**src/rtl/riscv_ctrl_pkg.sv**
```systemverilog
// riscv_ctrl_pkg: shared encodings for the multicycle RV32I control unit
package riscv_ctrl_pkg;
  typedef enum logic [3:0] {
    ALU_ADD   = 4'b0000,
    ALU_SUB   = 4'b0001,
    ALU_AND   = 4'b0010,
    ALU_OR    = 4'b0011,
    ALU_SLT   = 4'b0101,
    ALU_SLL   = 4'b0110,
    ALU_SRL   = 4'b0111,
    ALU_XOR   = 4'b1000,
    ALU_SLTU  = 4'b1001,
    ALU_SRA   = 4'b1010,
    ALU_LUI   = 4'b1011,
    ALU_AUIPC = 4'b1100
  } alu_ctrl_t;
  typedef enum logic [3:0] {
    S_FETCH, S_DECODE, S_MEMADR, S_MEMREAD, S_MEMWB, S_MEMWRITE,
    S_EXECUTER, S_EXECUTEI, S_ALUWB, S_UPPER, S_JAL, S_BRANCH
  } statetype;
  localparam logic [6:0] OP_LOAD   = 7'b0000011;
  localparam logic [6:0] OP_STORE  = 7'b0100011;
  localparam logic [6:0] OP_R      = 7'b0110011;
  localparam logic [6:0] OP_I      = 7'b0010011;
  localparam logic [6:0] OP_BRANCH = 7'b1100011;
  localparam logic [6:0] OP_JAL    = 7'b1101111;
  localparam logic [6:0] OP_LUI    = 7'b0110111;
  localparam logic [6:0] OP_AUIPC  = 7'b0010111;
  localparam logic [1:0] ALUOP_ADD   = 2'b00;
  localparam logic [1:0] ALUOP_SUB   = 2'b01;
  localparam logic [1:0] ALUOP_FUNCT = 2'b10;
  localparam logic [1:0] ALUOP_UPPER = 2'b11;
  localparam logic [2:0] IMM_I = 3'b000;
  localparam logic [2:0] IMM_S = 3'b001;
  localparam logic [2:0] IMM_B = 3'b010;
  localparam logic [2:0] IMM_J = 3'b011;
  localparam logic [2:0] IMM_U = 3'b100;
  localparam logic [1:0] RES_ALUOUT    = 2'b00;
  localparam logic [1:0] RES_DATA      = 2'b01;
  localparam logic [1:0] RES_ALURESULT = 2'b10;
  localparam logic [1:0] SRCA_PC    = 2'b00;
  localparam logic [1:0] SRCA_OLDPC = 2'b01;
  localparam logic [1:0] SRCA_RD1   = 2'b10;
  localparam logic [1:0] SRCB_RD2   = 2'b00;
  localparam logic [1:0] SRCB_IMM   = 2'b01;
  localparam logic [1:0] SRCB_FOUR  = 2'b10;
  function automatic logic [2:0] imm_src(input logic [6:0] op);
    return op == OP_STORE ? IMM_S : op == OP_BRANCH ? IMM_B : op == OP_JAL ? IMM_J :
           (op == OP_LUI || op == OP_AUIPC) ? IMM_U : IMM_I;
  endfunction
endpackage

```
**src/rtl/alu_decoder.sv**
```systemverilog
// alu_decoder: maps ALUOp/funct3/funct7b5/op[5] onto the ALU operation code
module alu_decoder
  import riscv_ctrl_pkg::*;
(
  input  logic [1:0] alu_op_i,
  input  logic [2:0] funct3_i,
  input  logic       funct7b5_i,
  input  logic       op5_i,
  output logic [3:0] alu_control_o
);
  alu_ctrl_t funct_ctrl;
  always_comb begin
    funct_ctrl = ALU_ADD;
    case (funct3_i)
      3'b000: funct_ctrl = (op5_i && funct7b5_i) ? ALU_SUB : ALU_ADD;
      3'b001: funct_ctrl = ALU_SLL;
      3'b010: funct_ctrl = ALU_SLT;
      3'b011: funct_ctrl = ALU_SLTU;
      3'b100: funct_ctrl = ALU_XOR;
      3'b101: funct_ctrl = funct7b5_i ? ALU_SRA : ALU_SRL;
      3'b110: funct_ctrl = ALU_OR;
      3'b111: funct_ctrl = ALU_AND;
    endcase
  end
  // op[5] alone separates LUI (0110111) from AUIPC (0010111)
  assign alu_control_o = alu_op_i == ALUOP_ADD ? ALU_ADD : alu_op_i == ALUOP_SUB ? ALU_SUB :
                         alu_op_i == ALUOP_FUNCT ? funct_ctrl : op5_i ? ALU_LUI : ALU_AUIPC;
endmodule

```
**src/rtl/multicycle_controller.sv**
```systemverilog
// multicycle_controller: Moore FSM sequencing the multicycle RV32I datapath
module multicycle_controller
  import riscv_ctrl_pkg::*;
#(
  parameter int XLEN         = 32,
  parameter bit ILLEGAL_TRAP = 1'b1
) (
  input  logic       clk,
  input  logic       reset,
  input  logic [6:0] op,
  input  logic [2:0] funct3,
  input  logic       funct7b5,
  input  logic [3:0] Flags,
  input  logic       mem_ready,
  output logic       PCWrite,
  output logic       AdrSrc,
  output logic       MemWrite,
  output logic       IRWrite,
  output logic [1:0] ResultSrc,
  output logic [1:0] ALUSrcA,
  output logic [1:0] ALUSrcB,
  output logic [2:0] ImmSrc,
  output logic       RegWrite,
  output logic [3:0] ALUControl,
  output logic       illegal
);
  statetype state_q, state_d;
  logic [1:0] alu_op;
  logic pc_write, ir_write, mem_write, reg_write, ill, legal, lt, taken, unused_carry;
  if (XLEN != 32) begin : g_xlen
    $error("multicycle_controller only supports XLEN=32");
  end
  assign unused_carry = Flags[1];
  assign legal = op inside {OP_LOAD, OP_STORE, OP_R, OP_I, OP_BRANCH, OP_JAL, OP_LUI, OP_AUIPC};
  assign lt = Flags[3] ^ Flags[0];
  assign taken = funct3 == 3'b000 ? Flags[2] : funct3 == 3'b001 ? ~Flags[2] :
                 funct3 == 3'b100 ? lt : funct3 == 3'b101 ? ~lt : 1'b0;
  always_ff @(posedge clk or posedge reset)
    if (reset) state_q <= S_FETCH;
    else state_q <= state_d;
  always_comb begin
    state_d = S_FETCH;
    case (state_q)
      S_FETCH:    state_d = mem_ready ? S_DECODE : S_FETCH;
      S_DECODE:   state_d = (op == OP_LOAD || op == OP_STORE) ? S_MEMADR : op == OP_R ? S_EXECUTER :
                            op == OP_I ? S_EXECUTEI : op == OP_BRANCH ? S_BRANCH : op == OP_JAL ? S_JAL :
                            (op == OP_LUI || op == OP_AUIPC) ? S_UPPER : S_FETCH;
      S_MEMADR:   state_d = op[5] ? S_MEMWRITE : S_MEMREAD;
      S_MEMREAD:  state_d = mem_ready ? S_MEMWB : S_MEMREAD;
      S_MEMWRITE: state_d = mem_ready ? S_FETCH : S_MEMWRITE;
      S_EXECUTER, S_EXECUTEI, S_UPPER, S_JAL: state_d = S_ALUWB;
      default:    state_d = S_FETCH;
    endcase
  end
  always_comb begin
    pc_write = 1'b0;
    AdrSrc = 1'b0;
    mem_write = 1'b0;
    ir_write = 1'b0;
    ResultSrc = RES_ALUOUT;
    ALUSrcA = SRCA_PC;
    ALUSrcB = SRCB_RD2;
    ImmSrc = IMM_I;
    reg_write = 1'b0;
    alu_op = ALUOP_ADD;
    ill = 1'b0;
    case (state_q)
      S_FETCH: begin
        ResultSrc = RES_ALURESULT;
        ALUSrcB = SRCB_FOUR;
        ir_write = mem_ready;
        pc_write = mem_ready;
      end
      S_DECODE: begin
        ALUSrcA = SRCA_OLDPC;
        ALUSrcB = SRCB_IMM;
        ImmSrc = imm_src(op);
        ill = ILLEGAL_TRAP && !legal;
      end
      S_MEMADR, S_EXECUTEI: begin
        ALUSrcA = SRCA_RD1;
        ALUSrcB = SRCB_IMM;
        ImmSrc = imm_src(op);
        alu_op = state_q == S_EXECUTEI ? ALUOP_FUNCT : ALUOP_ADD;
      end
      S_MEMREAD: AdrSrc = 1'b1;
      S_MEMWRITE: begin
        AdrSrc = 1'b1;
        mem_write = 1'b1;
      end
      S_MEMWB: begin
        ResultSrc = RES_DATA;
        reg_write = 1'b1;
      end
      S_EXECUTER: begin
        ALUSrcA = SRCA_RD1;
        alu_op = ALUOP_FUNCT;
      end
      S_ALUWB: reg_write = 1'b1;
      S_UPPER: begin
        ALUSrcA = SRCA_OLDPC;
        ALUSrcB = SRCB_IMM;
        ImmSrc = IMM_U;
        alu_op = ALUOP_UPPER;
      end
      // ALUOut still holds PC+imm from DECODE; this cycle forms the link value
      S_JAL: begin
        ALUSrcA = SRCA_OLDPC;
        ALUSrcB = SRCB_FOUR;
        pc_write = 1'b1;
      end
      S_BRANCH: begin
        ALUSrcA = SRCA_RD1;
        alu_op = ALUOP_SUB;
        pc_write = taken;
      end
      default: ;
    endcase
  end
  alu_decoder u_alu_decoder (
    .alu_op_i     (alu_op),
    .funct3_i     (funct3),
    .funct7b5_i   (funct7b5),
    .op5_i        (op[5]),
    .alu_control_o(ALUControl)
  );
  assign PCWrite  = pc_write & ~reset;
  assign IRWrite  = ir_write & ~reset;
  assign MemWrite = mem_write & ~reset;
  assign RegWrite = reg_write & ~reset;
  assign illegal  = ill & ~reset;
endmodule

```
**config.mk**
```make
export PLATFORM = sky130hd
export DESIGN_NAME = multicycle_controller
export DESIGN_NICKNAME = d
export VERILOG_FILES = /design/src/rtl/riscv_ctrl_pkg.sv /design/src/rtl/alu_decoder.sv /design/src/rtl/multicycle_controller.sv
export SDC_FILE = /design/constraint.sdc
export NUM_CORES = 1
export LEC_CHECK = 0
export ABC_AREA = 0
export BUFFER_PORTS_ARGS = -buffer_cell sky130_fd_sc_hd__buf_2
export CORE_UTILIZATION = 40
export CTS_CLUSTER_SIZE = 24
export DETAILED_ROUTE_END_ITERATION = 16
export GPL_TIMING_DRIVEN = 0
export PLACE_DENSITY = 0.74
export REMOVE_ABC_BUFFERS = 1
export SYNTH_ARGS = -nofsm -noshare
export SYNTH_HDL_FRONTEND = slang
export SYNTH_SLANG_ARGS = --single-unit
```
**constraint.sdc**
```tcl
create_clock -name clk -period 1.7 [get_ports clk]
set_clock_uncertainty 0.2 [all_clocks]
set_input_delay 0.34 -clock clk [delete_from_list [all_inputs] [get_ports clk]]
set_output_delay 0.34 -clock clk [all_outputs]
set_load 0.005 [all_outputs]
```
== After elaboration in Yosys (flattened, before gate mapping) ==
Index checks and enable logic that the tools add are counted.

* Register bits: 4
* Bits of input ports: 18
* Output and inout port bits: 19
* Logic and storage cells: 93

* Equal/unequal tests: 28
* Mux-type cells: 38
* Bitwise gates (word level): 9
* Reduce and logical (&&, ||, !) cells: 17

{| class="wikitable"
|+ Operator list
! cell !! number
|-
| $mux W4 || 10
|-
| $pmux W4 S8 || 1
|-
| $mux W3 || 8
|-
| $pmux W4 S6 || 1
|-
| $eq A7 B6 Y1 const B || 3
|-
| $eq A4 B3 Y1 const B || 4
|-
| $eq A4 B4 Y1 const B || 4
|-
| $eq A7 B5 Y1 const B || 2
|-
| $eq A7 B7 Y1 const B || 2
|-
| $eq A3 B3 Y1 const B || 4
|-
| $pmux W2 S2 || 3
|-
| $reduce_or A4 Y1 || 3
|-
| $mux W1 || 11
|-
| $eq A4 B2 Y1 const B || 2
|-
| $pmux W2 S4 || 1
|-
| $reduce_bool A8 Y1 || 1
|-
| $reduce_or A2 Y1 || 4
|-
| $eq A7 B2 Y1 const B || 1
|-
| $eq A3 B2 Y1 const B || 2
|-
| $pmux W3 S2 || 1
|-
| $reduce_or A3 Y1 || 2
|-
| $and A1 B1 Y1 || 5
|-
| $eq A4 B1 Y1 const B || 1
|-
| $logic_not A4 Y1 || 1
|-
| 12 further kinds || 15
|}

== Longest topological paths before layout ==
Gate-level depths: netlist (run 1).

* Depth after elaboration: 9
* Depth in mapped cells: 6
* Depth with buffers taken out: 4

== Hierarchy ==
From an unflattened synthesis (run 1), not the netlist that was laid out.

* Cells, all modules: 106
* Area, all modules: 737.0 µm²

{| class="wikitable"
|+ Modules (own cells, without submodules)
! module !! instances !! cells an instance !! area an instance (µm²) !! sequential area each (µm²)
|-
| multicycle_controller || 1 || 86 || 608.1 || 100.1
|-
| alu_decoder || 1 || 20 || 128.9 || 0.0
|}

== Worst setup path before layout (run 1) ==
No wires, ideal clock.

* Path type: reg2out
* From: register state_q[2]
* To: output PCWrite
* Data arrival time: 1.237 ns
* Required time: 1.160 ns
* Setup slack: -0.077 ns
* Cell stages (with the launch flop): 4
* Buffers on the path: 0
* Cell sequence: dfrtp_1 -> nand2b_1 -> or4_1 -> o21ai_1

* Longest elaborated chain between the ends: 3
* Elaborated cells between the ends (all ways): 5
* Classes of those cells: eq/ne: 2; mux: 1; bitwise: 1; reduce/logical: 1

{| class="wikitable"
|+ Ends and longest elaborated chain
! element !! RTL line !! text
|-
| from (decl) || multicycle_controller.sv:27 || <nowiki>statetype state_q, state_d;</nowiki>
|-
| from (signal assigned) || multicycle_controller.sv:40 || <nowiki>else state_q <= state_d;</nowiki>
|-
| $eq A4 B4 Y1 or $logic_not A4 Y1 (tied branches) || multicycle_controller.sv:67 || <nowiki>case (state_q)</nowiki>
|-
| $pmux W1 S3 (*) || multicycle_controller.sv:67 ||
|-
| $and A1 B1 Y1 (*) || multicycle_controller.sv:127 || <nowiki>assign PCWrite = pc_write & ~reset;</nowiki>
|-
| to (decl) || multicycle_controller.sv:15 || <nowiki>output logic PCWrite,</nowiki>
|}

Mark *: on every way between the ends. The rest lies on a longest branch, timed or not.

== Worst setup path after layout (run 1) ==
* From: register state_q[1]
* To: output PCWrite

Same word-level chain as after synthesis.

==> impl_metrics.json, run 1 <==
{
  "crit_type": "flop to output pin",
  "synth_commonest_cells": "9 x a21oi_1, 8 x nor2_1, 8 x nor3_1, 7 x nand2_1, 7 x nand2b_1",
  "setup_ws_ps": -477,
  "ys_types": 40,
  "min_period_ps": 2180,
  "std_cell_rows": 15,
  "finalSetupViolations": 21,
  "synth_top_area_share_pct": 13.5,
  "via_count": 1272,
  "routed_wl_um": 4310,
  "drive_gt1_share_pct": 61.5,
  "hold_path_depth": 3,
  "grt.overflow.total": 0,
  "holdWs_ps": 206,
  "start_kind": "flop",
  "avgSynthCellArea_um2": 6.86,
  "async_flop_share_pct": 100,
  "grt_max_degree": 10,
  "synth-edff-count": 0,
  "routedWlPerCell_um": 21.6,
  "reg2regPathDepth": 5,
  "antenna_found_initial": 0,
  "post-place-ws_ps": -472,
  "hold_viol": 0,
  "pwr_density_cell_nw_per_um2": 381,
  "yosysTopAreaCell": "dfrtp_1",
  "yosys_register_bits": 4,
  "die_w_um": 45.0,
  "rsz0062_at_grt": "yes",
  "root_buffer": "clkbuf_4",
  "clkTransAtPathRegs_ps": 40,
  "drc": 0,
  "viasPerCell": 6.39,
  "drv_slew": 0,
  "areaGrowthSynthToFinish_pct": 96.3,
  "dp_cells": 161,
  "drt_iter0_drc": 100,
  "outcome": "finished with violations",
  "seq_area_um2": 105,
  "violations": "setup timing",
  "place.gp.congestion": 0.833,
  "ys.flop_type": "dfrtp_1",
  "nFillCells": 104,
  "ioPinCount": 37,
  "grt.total_usage_pct": 33.4,
  "peakVddDrop_v": 0.000460,
  "final.period_utilization_pct": 128,
  "die_h_um": 45.0,
  "cts_made_buffers": 3,
  "synth_cells": 108,
  "multi_input_area_um2": 761,
  "reg.largest.list": "state_q x4",
  "clk_latency_ps": 230,
  "largest_reg_flops": 4,
  "drtAntennaViolNets": 0,
  "syn_area_um2": 741,
  "dpl_cell_area_um2": 915,
  "cts_tree": "done",
  "io_buffer_count": 35,
  "worst-path-max-fanout": 5,
  "die_area_um2": 2030,
  "hold_path_class": "primary input to flop",
  "tightestPinTransition_ps": 351,
  "htree_levels": 1,
  "cap_violations": 0,
  "instances_no_fill": 199,
  "crit_required_ps": 1160,
  "yosys_warnings": 0,
  "endpoint_kind": "output pin",
  "yosysMostFrequentCell": "a21oi_1",
  "arrival_ps": 1640,
  "fmax_mhz": 459,
  "ys_seq_area_share_pct": 13.5,
  "finalInstanceArea_um2": 1450,
  "grt_pass1_vias": 1054,
  "top_register": "state_q",
  "clock_sinks": 4,
  "nNetsFinal": 194,
  "core_area_um2": 1730,
  "diodes": 0,
  "grt_pass1_wl_um": 4990,
  "initial_core_util_pct": 42.9,
  "place_hpwl_um": 1470,
  "cts_buffer_depth": 2,
  "slew_headroom_pct": 76.4,
  "leakage_nw": 0.671,
  "first_pass_iters": 5,
  "synth_area_leaders": "dfrtp_1 14%, a21oi_1 6.1%, nand2b_1 5.9%"
}
## worst paths after layout
path	endpoint	slack, ps	from
worst min register to register	state_q[3]$_DFF_PP0_	600	state_q[2]$_DFF_PP0_
worst max register to register	state_q[0]$_DFF_PP0_	-130	state_q[1]$_DFF_PP0_
min in group asynchronous	state_q[2]$_DFF_PP0_	460	reset
max in group asynchronous	state_q[1]$_DFF_PP0_	640	reset
worst max-delay path	PCWrite	-480	state_q[1]$_DFF_PP0_
worst min-delay path	state_q[0]$_DFF_PP0_	210	op[3]
## logic make-up (layout without fill, tap and decap cells)
group                     count (synthesis)  count (layout)  share of synthesized area, %
DFF                                       4               4                          13.5
xor gates and xnor gates                  5               5                          5.91
muxes                                     2               2                          2.70
buffers and inverters                    12              78                          6.93
and+or+nand+nor                          57              57                          45.8
AOI/OAI and AO/OA                        28              28                          25.2
## area by class of cell
type	count	share of cell area (%)
flip-flops and latches	4	7.23
repair buffers	70	35.5
clock buffers	3	1.55
well taps	25	2.15
multi-input cells	92	52.3
inverters	5	1.29
## power by group
group	internal, mW	leakage [nW]	switching (mW)
Clock	0.0790	0.0138	0.0395
Sequential	0.101	0.0480	0.00469
Combinational	0.165	0.609	0.164
Total	0.345	0.671	0.208
## cell usage in the layout, fill, tap and decap left out, types with 4 or more instances in the layout
master	netlist	layout
inv_1	5	5
nand2b_4	0	4
nand2_1	7	5
a21oi_1	9	8
nor3_1	8	5
buf_2	5	32
or4_1	5	4
nor2_1	8	7
buf_4	0	21
dfrtp_2	0	4
buf_6	0	14
## stage by stage
stage	TNS (ps)	utilization (%)	power (mW)
floorplan	-1020	-	0.207
global placement	-4110	53.0	0.275
detailed placement	-4360	53.0	0.280
CTS	-4460	75.1	0.486
global route	-7080	84.2	0.574
finish	-6260	84.2	0.553
## worst max-delay path: stages, from the launching register on
cell,delay [ps]
dfrtp_2,420
buf_6,140
nand2_2,90
or4_1,510
o21ai_1,130
buf_2,120
## routing by layer
| metal | share of wire, % | track usage, % |
|---|---|---|
| met2 | 47 | 57.1 |
| met5 | 0 | 0 |
| met3 | 9.9 | 6.00 |
| met1 | 35 | 42.9 |
| met4 | 7.8 | 9.09 |
## repair_timing
action | CTS | global route
hold buffers | 1 | 0
resized for setup | 48 | 19
pin swaps | 11 | 10
hold endpoints to repair | 4 | 0
buffers inserted | 26 | 8
cloned | 0 | 0
endpoints found under the setup margin | 20 | 21
Note: power is estimated with default switching activity, not from simulation.
==> run 2, diff against run 1 <==
--- a/config.mk
+++ b/config.mk
@@ -15,4 +15,5 @@
 export REMOVE_ABC_BUFFERS = 1
 export SYNTH_ARGS = -nofsm -noshare
 export SYNTH_HDL_FRONTEND = slang
+export SYNTH_HIERARCHICAL = 1
 export SYNTH_SLANG_ARGS = --single-unit
==> run 2 against run 1 <==
Effect of this change: the run still ends with setup timing left; critical path depth grew 2; first-iteration DRC count shrank 18%; non-clock buffer count is the same; fmax grew 0.33%; hold slack gained 19 ps; design area grew 3.0%; clock power grew 18%; register-to-register slack gained 130 ps; combinational power grew 34%; largest power group unchanged.
==> impl_metrics.json, run 2 <==
{
  "outcome": "finished with violations",
  "violations": "setup timing",
  "yosysTopAreaCell": "dfrtp_1",
  "min_period_ps": 2170,
  "final.period_utilization_pct": 128,
  "endpoint_kind": "output pin",
  "ioPinCount": 37,
  "start_kind": "flop",
  "nFillCells": 77,
  "die_area_um2": 2020,
  "synthSimpleGateAreaFrac_pct": 44.3,
  "grt.total_usage_pct": 27.9,
  "pwr-share-clk_pct": 20.2,
  "root_buffer": "clkbuf_4",
  "antenna_found_initial": 0,
  "syn_area_um2": 737,
  "swShare_pct": 41.6,
  "first_pass_iters": 4,
  "grt_max_degree": 13,
  "post-place-ws_ps": -690,
  "synth_top_family_by_area": "simple AND/OR/NAND/NOR gates",
  "grt.overflow.total": 0,
  "layout_commonest_cell": "buf_2",
  "clk_latency_ps": 260,
  "grt_pass1_vias": 932,
  "std_cell_rows": 15,
  "synthAdderAreaFrac_pct": 0,
  "top_register": "state_q",
  "synth_top_area_share_pct": 13.6,
  "ys.flop_type": "dfrtp_1",
  "setup_ws_ps": -470,
  "synth-edff-count": 0,
  "synthMuxAreaShare_pct": 2.72,
  "drtAntennaViolNets": 0,
  "synth_compound_area_share_pct": 25.8,
  "cts_buffer_depth": 2,
  "yosysMostFrequentCell": "nor2_1",
  "routedWlPerCell_um": 20.8,
  "combPwrFrac_pct": 63.3,
  "routed_wl_um": 4110,
  "hold_viol": 0,
  "hold_path_class": "primary input to flop",
  "htree_levels": 1,
  "crit_type": "flop to output pin",
  "place.gp.congestion": 0.750,
  "synth_cells": 106,
  "async_flop_share_pct": 100,
  "drt_iter0_drc": 82,
  "holdWs_ps": 224,
  "die_h_um": 44.9,
  "p_sw_mw": 0.291,
  "via_count": 1284,
  "total_power_mw": 0.699,
  "die_w_um": 44.9,
  "drc": 0,
  "p_int_mw": 0.408,
  "drv_slew": 0,
  "fmax_mhz": 461,
  "ys_types": 42,
  "synth_commonest_cells": "10 x nor2_1, 9 x nand2_1, 7 x nand2b_1, 6 x nor3_1",
  "finalSetupViolations": 19,
  "initial_core_util_pct": 42.7,
  "utilization_pct": 86.7,
  "largest_reg_flops": 4,
  "pwr_density_cell_nw_per_um2": 467,
  "cap_violations": 0,
  "io_buffer_count": 35,
  "drive_gt1_share_pct": 63.0,
  "grt_pass1_wl_um": 4220,
  "diodes": 0,
  "pwr-share-seq_pct": 16.5,
  "viasPerCell": 6.48,
  "place_hpwl_um": 1430,
  "avgSynthCellArea_um2": 6.95,
  "yosys_register_bits": 4,
  "leakage_nw": 0.694,
  "slew_headroom_pct": 65.7,
  "yosys_warnings": 6,
  "tightestPinTransition_ps": 510,
  "synth_xor_xnor_area_share_pct": 8.32,
  "peakVddDrop_v": 0.000577,
  "synth_area_leaders": "dfrtp_1 14%, nand2b_1 5.9%, nor2_1 5.1%",
  "nNetsFinal": 193,
  "rsz0062_at_grt": "yes",
  "reg.largest.list": "state_q x4",
  "clock_sinks": 4,
  "worst-path-max-fanout": 5,
  "ys_seq_area_share_pct": 13.6,
  "layout_common_cells": "34 x buf_2, 18 x buf_4, 14 x buf_6",
  "arrival_ps": 1630,
  "areaGrowthSynthToFinish_pct": 103,
  "clkTransAtPathRegs_ps": 50,
  "crit_required_ps": 1160,
  "cts_tree": "done",
  "cts_made_buffers": 3,
  "core_area_um2": 1730
}
## run 2: changes by cell type after synthesis, moves of 2 or more
cell	previous run	this run
nor3_1	8	6
nor4b_1	2	0
nor4_1	0	3
xor2_1	1	3
nand2_1	7	9
a21oi_1	9	5
inv_1	5	3
nor2_1	8	10
or4_1	5	0
## run 2: per-stage QoR
stage / area (µm²) / setup TNS (ps) / std cells
2_1_floorplan: 709 / -1340 / 100
3_3_place_gp: 916 / -4730 / 160
3_5_place_dp: 916 / -5190 / 160
4_1_cts: 1260 / -4860 / 185
5_1_grt: 1500 / -7710 / 198
6_report: 1500 / -6660 / 198
## run 2: cell type report
class / count / area, µm² / area share, %
well taps: 25 / 31.3 / 2.09
flip-flops and latches: 4 / 105 / 7.02
repair buffers: 70 / 533 / 35.6
inverters: 3 / 11.3 / 0.752
multi-input cells: 93 / 795 / 53.0
clock buffers: 3 / 22.5 / 1.50
## run 2: timing repair
action                                 in CTS  in global routing
setup buffers                              21                 13
endpoints found under the hold margin       4                  0
gates resized for setup                    40                 24
setup endpoints to repair                  22                 19
pin swaps                                  10                  8
hold buffers                                1                  0
## run 2: critical path: stages (launching register included)
cell,delay (ps)
dfrtp_2,470
buf_12,160
nor2b_4,150
nand2_2,100
o21ai_4,100
o21ai_2,90
a21oi_1,150
buf_2,140
## run 2: logic make-up (layout without fill, tap and decap cells)
kind of cell              Yosys count  after routing
and+or+nand+nor                    57             57
DFF                                 4              4
buffers and inverters               9             76
muxes                               2              2
xor gates and xnor gates            7              7
AOI/OAI and AO/OA                  27             27
## run 2: path summary, 6_finish.rpt
path                                         to  slack, ps  cells past startpoint                 start
min in group asynchronous  state_q[3]$_DFF_PP0_        490                      3                 reset
min                        state_q[2]$_DFF_PP0_        220                      3                 op[4]
max reg2reg                state_q[3]$_DFF_PP0_          0                      6  state_q[2]$_DFF_PP0_
max                               ALUControl[1]       -470                      7  state_q[3]$_DFF_PP0_
max in group asynchronous  state_q[0]$_DFF_PP0_        560                      3                 reset
min reg2reg                state_q[1]$_DFF_PP0_        510                      1  state_q[1]$_DFF_PP0_
## run 2: per-layer routing
metal / part of all wire, % / GRT usage [%] / vias to the layer above
li1: - / - / 525
met1: 36 / 35.9 / 584
met2: 47 / 46.7 / 134
met3: 10 / 2.80 / 41
met4: 6.9 / 12.7 / 0
met5: 0 / 0 / -
## run 2: power by group through the flow
stage	Clock [mW]	Combinational [mW]	Sequential [mW]
2_1_floorplan	0	0.111	0.121
4_1_cts	0.125	0.332	0.113
3_5_place_dp	0	0.187	0.127
5_1_grt	0.151	0.463	0.115
6_report	0.141	0.442	0.116
3_3_place_gp	0	0.182	0.127
